### config.mk
export PLATFORM = sky130hd
export DESIGN_NAME = pipe_flush_ctrl
export DESIGN_NICKNAME = d
export VERILOG_FILES = /design/src/rtl/pipe_flush_ctrl.sv
export SDC_FILE = /design/constraint.sdc
export NUM_CORES = 1
export LEC_CHECK = 0
export CAP_MARGIN = 20
export CORE_AREA = 5 5 42 44
export CTS_BUF_LIST = sky130_fd_sc_hd__clkbuf_4
export DETAILED_ROUTE_END_ITERATION = 6
export DIE_AREA = 0 0 47 49
export DONT_BUFFER_PORTS = 1
export SLEW_MARGIN = 5
export SYNTH_ARGS = -nofsm -noshare
export SYNTH_HDL_FRONTEND = slang
export SYNTH_SLANG_ARGS = --single-unit
### constraint.sdc
create_clock -name clk_in -period 1.2 [get_ports clk_in]
set_input_delay 0.12 -clock clk_in [delete_from_list [all_inputs] [get_ports clk_in]]
set_output_delay 0.12 -clock clk_in [all_outputs]
set_load 0.005 [all_outputs]
### src/rtl/pipe_flush_ctrl.sv
// pipe_flush_ctrl
//   Fetch/decode boundary sequencer for the RV32I pipeline. Decides each cycle
//   whether decode sees the fetched instruction or a NOP, whether the PC holds,
//   and which source feeds the next PC. Covers post-reset bubbles, branch/jump
//   redirects, trap entry, mret, and instruction-memory wait states.
//
//   Parameters
//     FLUSH_CYCLES  extra NOP cycles after the redirect cycle (>=1)
//     BOOT_FLUSH    NOP + PC-hold cycles after reset release (>=1)
//
//   Ports
//     clk_in           rising-edge clock
//     rst_in           synchronous reset, active-high
//     imem_ready_in    instruction memory returns a valid instruction this cycle
//     branch_taken_in  EX resolved a taken branch/jump (1-cycle)
//     trap_req_in      trap/interrupt request, held until trap_ack_o
//     mret_in          mret in EX (1-cycle)
//     flush_o          1 = decode mux substitutes a NOP
//     pc_stall_o       1 = PC register holds
//     pc_sel_o         00 PC+4, 01 branch target, 10 trap vector, 11 mepc
//     trap_ack_o       1-cycle pulse on the cycle a trap is accepted
//     state_o          debug: 0 BOOT, 1 RUN, 2 REDIRECT, 3 WAIT_MEM
//
//   Handshake: trap_req_in/trap_ack_o is a level request with a pulse
//   acknowledge; the request is taken on any cycle where trap_req_in=1 and the
//   controller is in RUN, REDIRECT or WAIT_MEM, and trap_ack_o=1 that same
//   cycle. In BOOT the request simply stays pending.
//
//   Outputs are combinational from the registered state and the current inputs,
//   because the redirect event must steer the PC in the same cycle it is seen.
module pipe_flush_ctrl #(
  parameter int FLUSH_CYCLES = 1,
  parameter int BOOT_FLUSH   = 2
) (
  input  logic       clk_in,
  input  logic       rst_in,
  input  logic       imem_ready_in,
  input  logic       branch_taken_in,
  input  logic       trap_req_in,
  input  logic       mret_in,
  output logic       flush_o,
  output logic       pc_stall_o,
  output logic [1:0] pc_sel_o,
  output logic       trap_ack_o,
  output logic [1:0] state_o
);

  localparam int MAX_CNT = (FLUSH_CYCLES > BOOT_FLUSH) ? FLUSH_CYCLES : BOOT_FLUSH;
  localparam int CW      = $clog2(MAX_CNT + 1);

  localparam logic [1:0] SEL_PC4  = 2'b00;
  localparam logic [1:0] SEL_BR   = 2'b01;
  localparam logic [1:0] SEL_TRAP = 2'b10;
  localparam logic [1:0] SEL_MEPC = 2'b11;

  typedef enum logic [1:0] {
    BOOT     = 2'd0,
    RUN      = 2'd1,
    REDIRECT = 2'd2,
    WAIT_MEM = 2'd3
  } state_t;

  state_t        state_q, state_d;
  logic [CW-1:0] cnt_q, cnt_d;
  logic [CW-1:0] cnt_dec;
  logic          cnt_last;

  // Event candidates. In REDIRECT only traps count: branch/mret there come
  // from instructions that are being squashed.
  logic ev_trap, ev_mret, ev_br, ev_any;

  always_comb begin
    cnt_dec  = (cnt_q != '0) ? (cnt_q - 1'b1) : '0;  // saturate at zero
    cnt_last = (cnt_q <= CW'(1));

    ev_trap = 1'b0;
    ev_mret = 1'b0;
    ev_br   = 1'b0;
    if (state_q != BOOT) begin
      ev_trap = trap_req_in;
      if (state_q != REDIRECT) begin
        ev_mret = mret_in & ~trap_req_in;
        ev_br   = branch_taken_in & ~trap_req_in & ~mret_in;
      end
    end
    ev_any = ev_trap | ev_mret | ev_br;
  end

  always_comb begin
    state_d    = state_q;
    cnt_d      = cnt_q;
    flush_o    = 1'b0;
    pc_stall_o = 1'b0;
    pc_sel_o   = SEL_PC4;
    trap_ack_o = 1'b0;

    if (ev_any) begin
      // Redirect cycle: steer the PC, bubble the wrong-path instruction.
      flush_o    = 1'b1;
      trap_ack_o = ev_trap;
      pc_sel_o   = ev_trap ? SEL_TRAP : (ev_mret ? SEL_MEPC : SEL_BR);
      state_d    = REDIRECT;
      cnt_d      = CW'(FLUSH_CYCLES);
    end else begin
      unique case (state_q)
        BOOT: begin
          flush_o    = 1'b1;
          pc_stall_o = 1'b1;
          cnt_d      = cnt_dec;
          if (cnt_last) state_d = RUN;
        end
        REDIRECT: begin
          flush_o = 1'b1;
          cnt_d   = cnt_dec;
          if (cnt_last) state_d = RUN;
        end
        RUN: begin
          if (!imem_ready_in) begin
            flush_o    = 1'b1;
            pc_stall_o = 1'b1;
            state_d    = WAIT_MEM;
          end
        end
        WAIT_MEM: begin
          // Ready returning passes the instruction through this same cycle.
          if (!imem_ready_in) begin
            flush_o    = 1'b1;
            pc_stall_o = 1'b1;
          end else begin
            state_d = RUN;
          end
        end
        default: state_d = BOOT;
      endcase
    end
  end

  always_ff @(posedge clk_in) begin
    if (rst_in) begin
      state_q <= BOOT;
      cnt_q   <= CW'(BOOT_FLUSH);
    end else begin
      state_q <= state_d;
      cnt_q   <= cnt_d;
    end
  end

  assign state_o = state_q;

endmodule
==> results of run 1 <==
==> state kept, by name, summed over array words and instances, names as in the netlist <==
name	cells
cnt_q	2
state_o	2
==> area by class of cell <==
type                    instances  area share (%)
clock buffers                   3           7.407
inverters                       3           3.704
multi-input cells              24           43.62
flip-flops and latches          4           27.98
well taps                      16           6.584
repair buffers                  4           10.70
==> stage by stage <==
step | cell area (um2) | util (%) | hold slack [ns] | TNS (ns) | total power, W
final | 304.0 | 21.70 | 0.03283 | 0 | 0.0004212
after global routing | 304.0 | 21.70 | 0.03231 | -0.001840 | 0.0004502
after CTS | 287.8 | 20.54 | 0.02466 | 0 | 0.0004227
after detailed placement | 251.5 | 17.95 | 0.1950 | 0 | 0.0002503
after global placement | 251.5 | 17.95 | 0.1937 | 0 | 0.0002491
after floorplan | 235.2 | - | 0.1891 | 0 | 0.0002375
==> report_power, final <==
part	switching (W)	internal, W
clock network	0.0000481	0.000111
registers	0.0000238	0.000151
logic	0.0000416	0.0000449
==> Yosys cell counts <==
cell and n:
nor3b_2 1, dfxtp_1 4, nor2b_1 1, o22ai_1 1, a21oi_1 4, inv_1 2
a21o_1 1, a31oi_1 1, nor3_1 1, nor2_1 3, o21ai_0 1, o21ai_2 1
inv_2 1, nand3_1 1, nand2_1 6, buf_6 1, o31a_1 1, o21a_1 1
==> cell families after synthesis <==
group	synth area share, %
buffers and inverters	9.574
DFF	34.04
AOI/OAI and AO/OA	29.79
and+or+nand+nor	26.59
==> what timing repair did <==
action | 4_1_cts | 5_1_grt
hold buffers | 1 | 0
setup endpoints to repair | 2 | 1
endpoints found under the hold margin | 3 | 0
setup buffers | 0 | 2
resized for setup | 2 | 1
==> routing by layer <==
metal	track usage, %	part of all wire, %
met1	5.921	40
met2	7.692	43
met3	4.797	16
met4	6.912	1.5
met5	0	0
==> path summary, 6_finish.rpt <==
check	start	to	slack, ns	depth (start not counted)
hold reg to reg	cnt_q[0]	cnt_q[0]	0.49	2
setup reg to reg	state_o[0]	cnt_q[1]	0.21	4
hold / removal	trap_req_in	state_o[1]	0.03	1
setup / recovery	state_o[0]	pc_sel_o[0]	0.06	3
==> impl_results.md, run 1 <==
- Routed Antenna Nets: 0
- First-pass GRT wire length: approximately 900 um
- H-Tree Depth: 1
- Clock buffer depth: 2
- Area grow syn2layout: 29.26%
- Core Area: 1401 um2
- CP Capture Type: output port
- Clock transition at the registers of the reported paths: 0.03 ns
- Distinct cell type count after synthesis: 18
- Slew margin rel.: 85.65%
- Post-synthesis register bit count: 4
- Finished Layout Cells: 54
- Vias in the first global route: 225
- Post-DP HPWL: approximately 450 um
- Worst Hold Class: in2reg
- Vias: 253
- Gate Count Post-Synth: 32
- Worst path bufs/invs: 0
- DIE WIDTH: 47 um
- Gr usage total: 6.263%
- Max-cap violations: 0
- Most frequent cells in the layout: nand2_1, a21oi_1, nor2_1, clkbuf_4, buf_4
- Final hold violations: 0
- Pleak: between 0.1 and 0.15 nW
- Fin crit share: 94.74%
- Setup Skew: 0.0004987 ns
- Syn avg cell area: 7.351 um2
- FF+latch area: 85.08 um2
- Final setup viols: 0
- Pre-CTS setup slack: 0.06057 ns
- I/O Buffers: 0
- Initial Util: 16.79%
- Share of post-route cells with drive strength above 1: between 20% and 30%
- Area fraction of the dominant cell type after synthesis: 34.04%
- Final global-route overflow total: 0
- Vias per std cell: 4.685
- Worst-skew pair later-pin latency: between 0.2 and 0.25 ns
- Worst slew pin tran: 0.2136 ns
- Final worst setup slack: 0.06313 ns
- Peak supply drop: around 360 uV
- Largest net degree at the start of global routing: 12
- Status: completed
- Clk sink count: 4
- Arr. time, crit path: roughly 1 ns
- WL/cell: about 11 um
- Yosys top cell by area: dfxtp_1
- CTS Buf Count: 3
- Die area: 2303 um2
- Fin nets: 46
- CTS Root Cell: clkbuf_4
- Ant diodes: 0
- Placed cell count: 48
- Crit-path cells: o21ai_2 > o21a_1 > nor2_1
- WS Path Type: reg2out
- Initial antenna violation count: 0
- Setup crit start kind: flop
- Max stage delay on crit path: 0.37 ns
- Mapped cell area: 235.2 um2
- Post-synthesis sequential area ratio: 34.04%
- Yosys Warn Count: 0
- DRT iter0 DRCs: 2
- Worst EP required: 1.08 ns
- Fmax achieved: 0.8796 GHz
- Max-slew violations: 0
- Top cells by area, synth: dfxtp_1, nand2_1, a21oi_1
- Placer Congestion: 0.7252
- First-pass iteration count of the detailed router: 3
- Crit-path leading delay family: flip-flops
- Fillers: 174
- Most common cell after layout, fill and taps aside: nand2_1
- CP max-delay cell: dfxtp_4
- Min Clock Period, post-route: 1.137 ns
- DRC: 0
- Total Routed Length: 604 um
- CTS tree: yes
- Die Height: 49 um
- PwrDens: ~1400 nW/um2
- Num rows: 14
- Crit Path Max Fanout: 10
- Post-synthesis net count: 38
- Multi-input gate area: 132.6 um2
- Ports: 13
Note: power is estimated with default switching activity, not from simulation.
==> run 2: changes to the inputs <==
Settings changed: PLACE_DENSITY_LB_ADDON set to 0.12.
==> impl_results.md, run 2 (same netlist as run 1, synthesis figures left out) <==
- Die Height: 49 um (unchanged)
- Sw Pwr: 0.0001147 W (was 0.0001136 W)
- Core Area: 1401 um2 (unchanged)
- Setup TNS: 0 ns (unchanged)
- CTS Buf Count: 3 (unchanged)
- Hold path cells: 1 (unchanged)
- Post-CTS setup buffers: 0 (unchanged)
- Max-slew violations: 0 (unchanged)
- Area grow syn2layout: 22.87% (was 29.26%)
- Met2 usage: 7.919% (was 7.692%)
- Share of post-route cells with drive strength above 1: 25.00% (was 28.95%)
- Final global-route overflow total: 0 (unchanged)
- Clk sink count: 4 (unchanged)
- Fin nets: 44 (was 46)
- Largest net degree at the start of global routing: 10 (was 12)
- Clock buffer depth: 2 (unchanged)
- Initial antenna violation count: 0 (unchanged)
- Fmax achieved: 0.8812 GHz (was 0.8796 GHz)
- Seq pwr share: 41.7% (was 41.6%)
- Peak supply drop: 495.1 uV (was 364.3 uV)
- Worst EP required: 1.08 ns (about the same)
- Clock transition at the registers of the reported paths: 0.04 ns (was 0.03 ns)
- Ant diodes: 0 (unchanged)
- Most common cell after layout, fill and taps aside: nand2_1 (unchanged)
- Final worst setup slack: 0.06524 ns (was 0.06313 ns)
- DRC: 0 (unchanged)
- Global routing's busiest layer: met2 (unchanged)
- Clock Power Share: 39.2% (was 37.9%)
- Length in cells of the worst reg-to-reg path: 3 (was 4)
- DRT iter0 DRCs: 2 (unchanged)
- Net Sw Frac: 27.62% (was 26.96%)
- Slew margin rel.: 81.59% (was 85.65%)
- Total Routed Length: 594 um (was 604 um)
- Routed Antenna Nets: 0 (unchanged)
- Global-route track usage on met1: 5.934% (was 5.921%)
- WS Path Type: reg2out (unchanged)
- Status: completed (unchanged)
- First-pass iteration count of the detailed router: 4 (was 3)
- Worst Hold Class: in2reg (unchanged)
- Global Route met3 Usage: 3.690% (was 4.797%)
- CP Capture Type: output port (unchanged)
- Pleak: 0.1203 nW (was 0.1308 nW)
- Fin crit share: 94.56% (was 94.74%)
- Final hold violations: 0 (unchanged)
- First-pass GRT wire length: 917 um (was 903 um)
- Worst-skew pair later-pin latency: 0.23 ns (about the same)
- I/O Buffers: 0 (unchanged)
- Post-DP HPWL: 512.1 um (was 452.3 um)
- Worst slew pin tran: 0.2740 ns (was 0.2136 ns)
- Arr. time, crit path: 1.01 ns (was 1.02 ns)
- DIE WIDTH: 47 um (unchanged)
- Cell Int Power: 0.0003006 W (was 0.0003077 W)
- Multi-input gate area: 132.6 um2 (unchanged)
- Vias in the first global route: 218 (was 225)
- Vias per std cell: 4.558 (was 4.685)
- PwrDens: 1437 nW/um2 (was 1385 nW/um2)
- Placer Congestion: 0.7188 (was 0.7252)
- Hold Path Origin: trap_req_in (unchanged)
- CTS Root Cell: clkbuf_4 (unchanged)
- Vias: 237 (was 253)
- Gr usage total: 5.704% (was 6.263%)
- Final setup viols: 0 (unchanged)
- Initial Util: 16.79% (unchanged)
- Setup crit start kind: flop (unchanged)
- Die area: 2303 um2 (unchanged)
- RR Startpoint: state_o[1] (was state_o[0])
- Setup Skew: 0.0008540 ns (was 0.0004987 ns)
- Max-cap violations: 0 (unchanged)
- Ports: 13 (unchanged)
- H-Tree Depth: 1 (unchanged)
- RSZ-0062 raised after global routing: false
- WL/cell: 11.42 um (was 11.19 um)
- Reg2Reg Setup Slack: 0.24 ns (was 0.21 ns)
- Min Clock Period, post-route: 1.135 ns (was 1.137 ns)
- FF+latch area: 85.08 um2 (unchanged)
- Num rows: 14 (unchanged)
- Crit Path Max Fanout: 6 (was 10)
- Pre-CTS setup slack: 0.1304 ns (was 0.06057 ns)
- Crit Reg-Reg Endpoint: state_o[1] (was cnt_q[1])
- WHS Endpoint: state_o[1] (unchanged)
- Combinational power share: 19.1% (was 20.5%)
- CTS tree: yes (unchanged)
- Most frequent cells in the layout: nand2_1, a21oi_1, nor2_1, clkbuf_4 (was nand2_1, a21oi_1, nor2_1, clkbuf_4, buf_4)
- Fillers: 170 (was 174)
-- run 2: cell count changes in the layout (fill, tap and decap cells not counted) --
cell	previous run	this run
buf_4	3	1
-- run 2: layout make-up --
| cell class | instances | share of cell area [%] |
|---|---|---|
| Multi-Input combinational cell | 24 | 45.89 |
| Clock buffer | 3 | 7.792 |
| Sequential cell | 4 | 29.44 |
| Inverter | 3 | 3.896 |
| Timing Repair Buffer | 2 | 6.061 |
| Tap cell | 16 | 6.926 |
-- run 2: through the flow --
stage	instance area (um2)	total power (W)	utilization (%)	hold WS [ns]	instances
final	289.0	0.0004153	20.63	0.03897	52
after global routing	289.0	0.0004447	20.63	0.04309	52
after CTS	286.5	0.0004280	20.45	0.03177	52
after detailed placement	251.5	0.0002519	17.95	0.1958	48
after global placement	251.5	0.0002526	17.95	0.1956	48
after floorplan	235.2	0.0002375	-	0.1891	32
-- run 2: how the worst max path moves through the flow --
stage	startpoint	endpoint	slack (ns)	depth (start not counted)
2_1_floorplan	state_o[0]	state_o[1]	0.22	4
3_3_place_gp	state_o[1]	state_o[1]	0.15	3
3_5_place_dp	state_o[1]	state_o[1]	0.13	3
4_1_cts	state_o[0]	pc_sel_o[0]	0.01	3
5_1_grt	state_o[1]	pc_sel_o[0]	0.02	3
6_report	state_o[1]	pc_sel_o[0]	0.07	3
-- run 2: what timing repair did --
action / 4_1_cts / 5_1_grt
hold endpoints to repair: 3 / 0
resized for setup: 2 / 1
hold buffers: 1 / 0
setup endpoints to repair: 1 / 1
-- run 2: worst max-delay path: stages, from the launching register on --
cell and delay, ns:
dfxtp_2 0.35, o21ai_2 0.18, o21a_1 0.19, nor2_1 0.07
-- run 2: power groups by stage --
| stage | Sequential, W | Combinational (W) | Clock, W |
|---|---|---|---|
| after floorplan | 0.000165 | 0.0000725 | 0 |
| after global placement | 0.000175 | 0.0000777 | 0 |
| after detailed placement | 0.000174 | 0.0000775 | 0 |
| after CTS | 0.000174 | 0.0000814 | 0.000173 |
| after global routing | 0.000178 | 0.0000874 | 0.000179 |
| final | 0.000173 | 0.0000792 | 0.000163 |
-- run 2: metal layers --
metal	wire [um]	vias to the layer above	part of all wire (%)
met3	73	0	12
met2	312	7	53
met4	0	0	0
li1	-	122	-
met1	208	108	35
met5	0	-	0
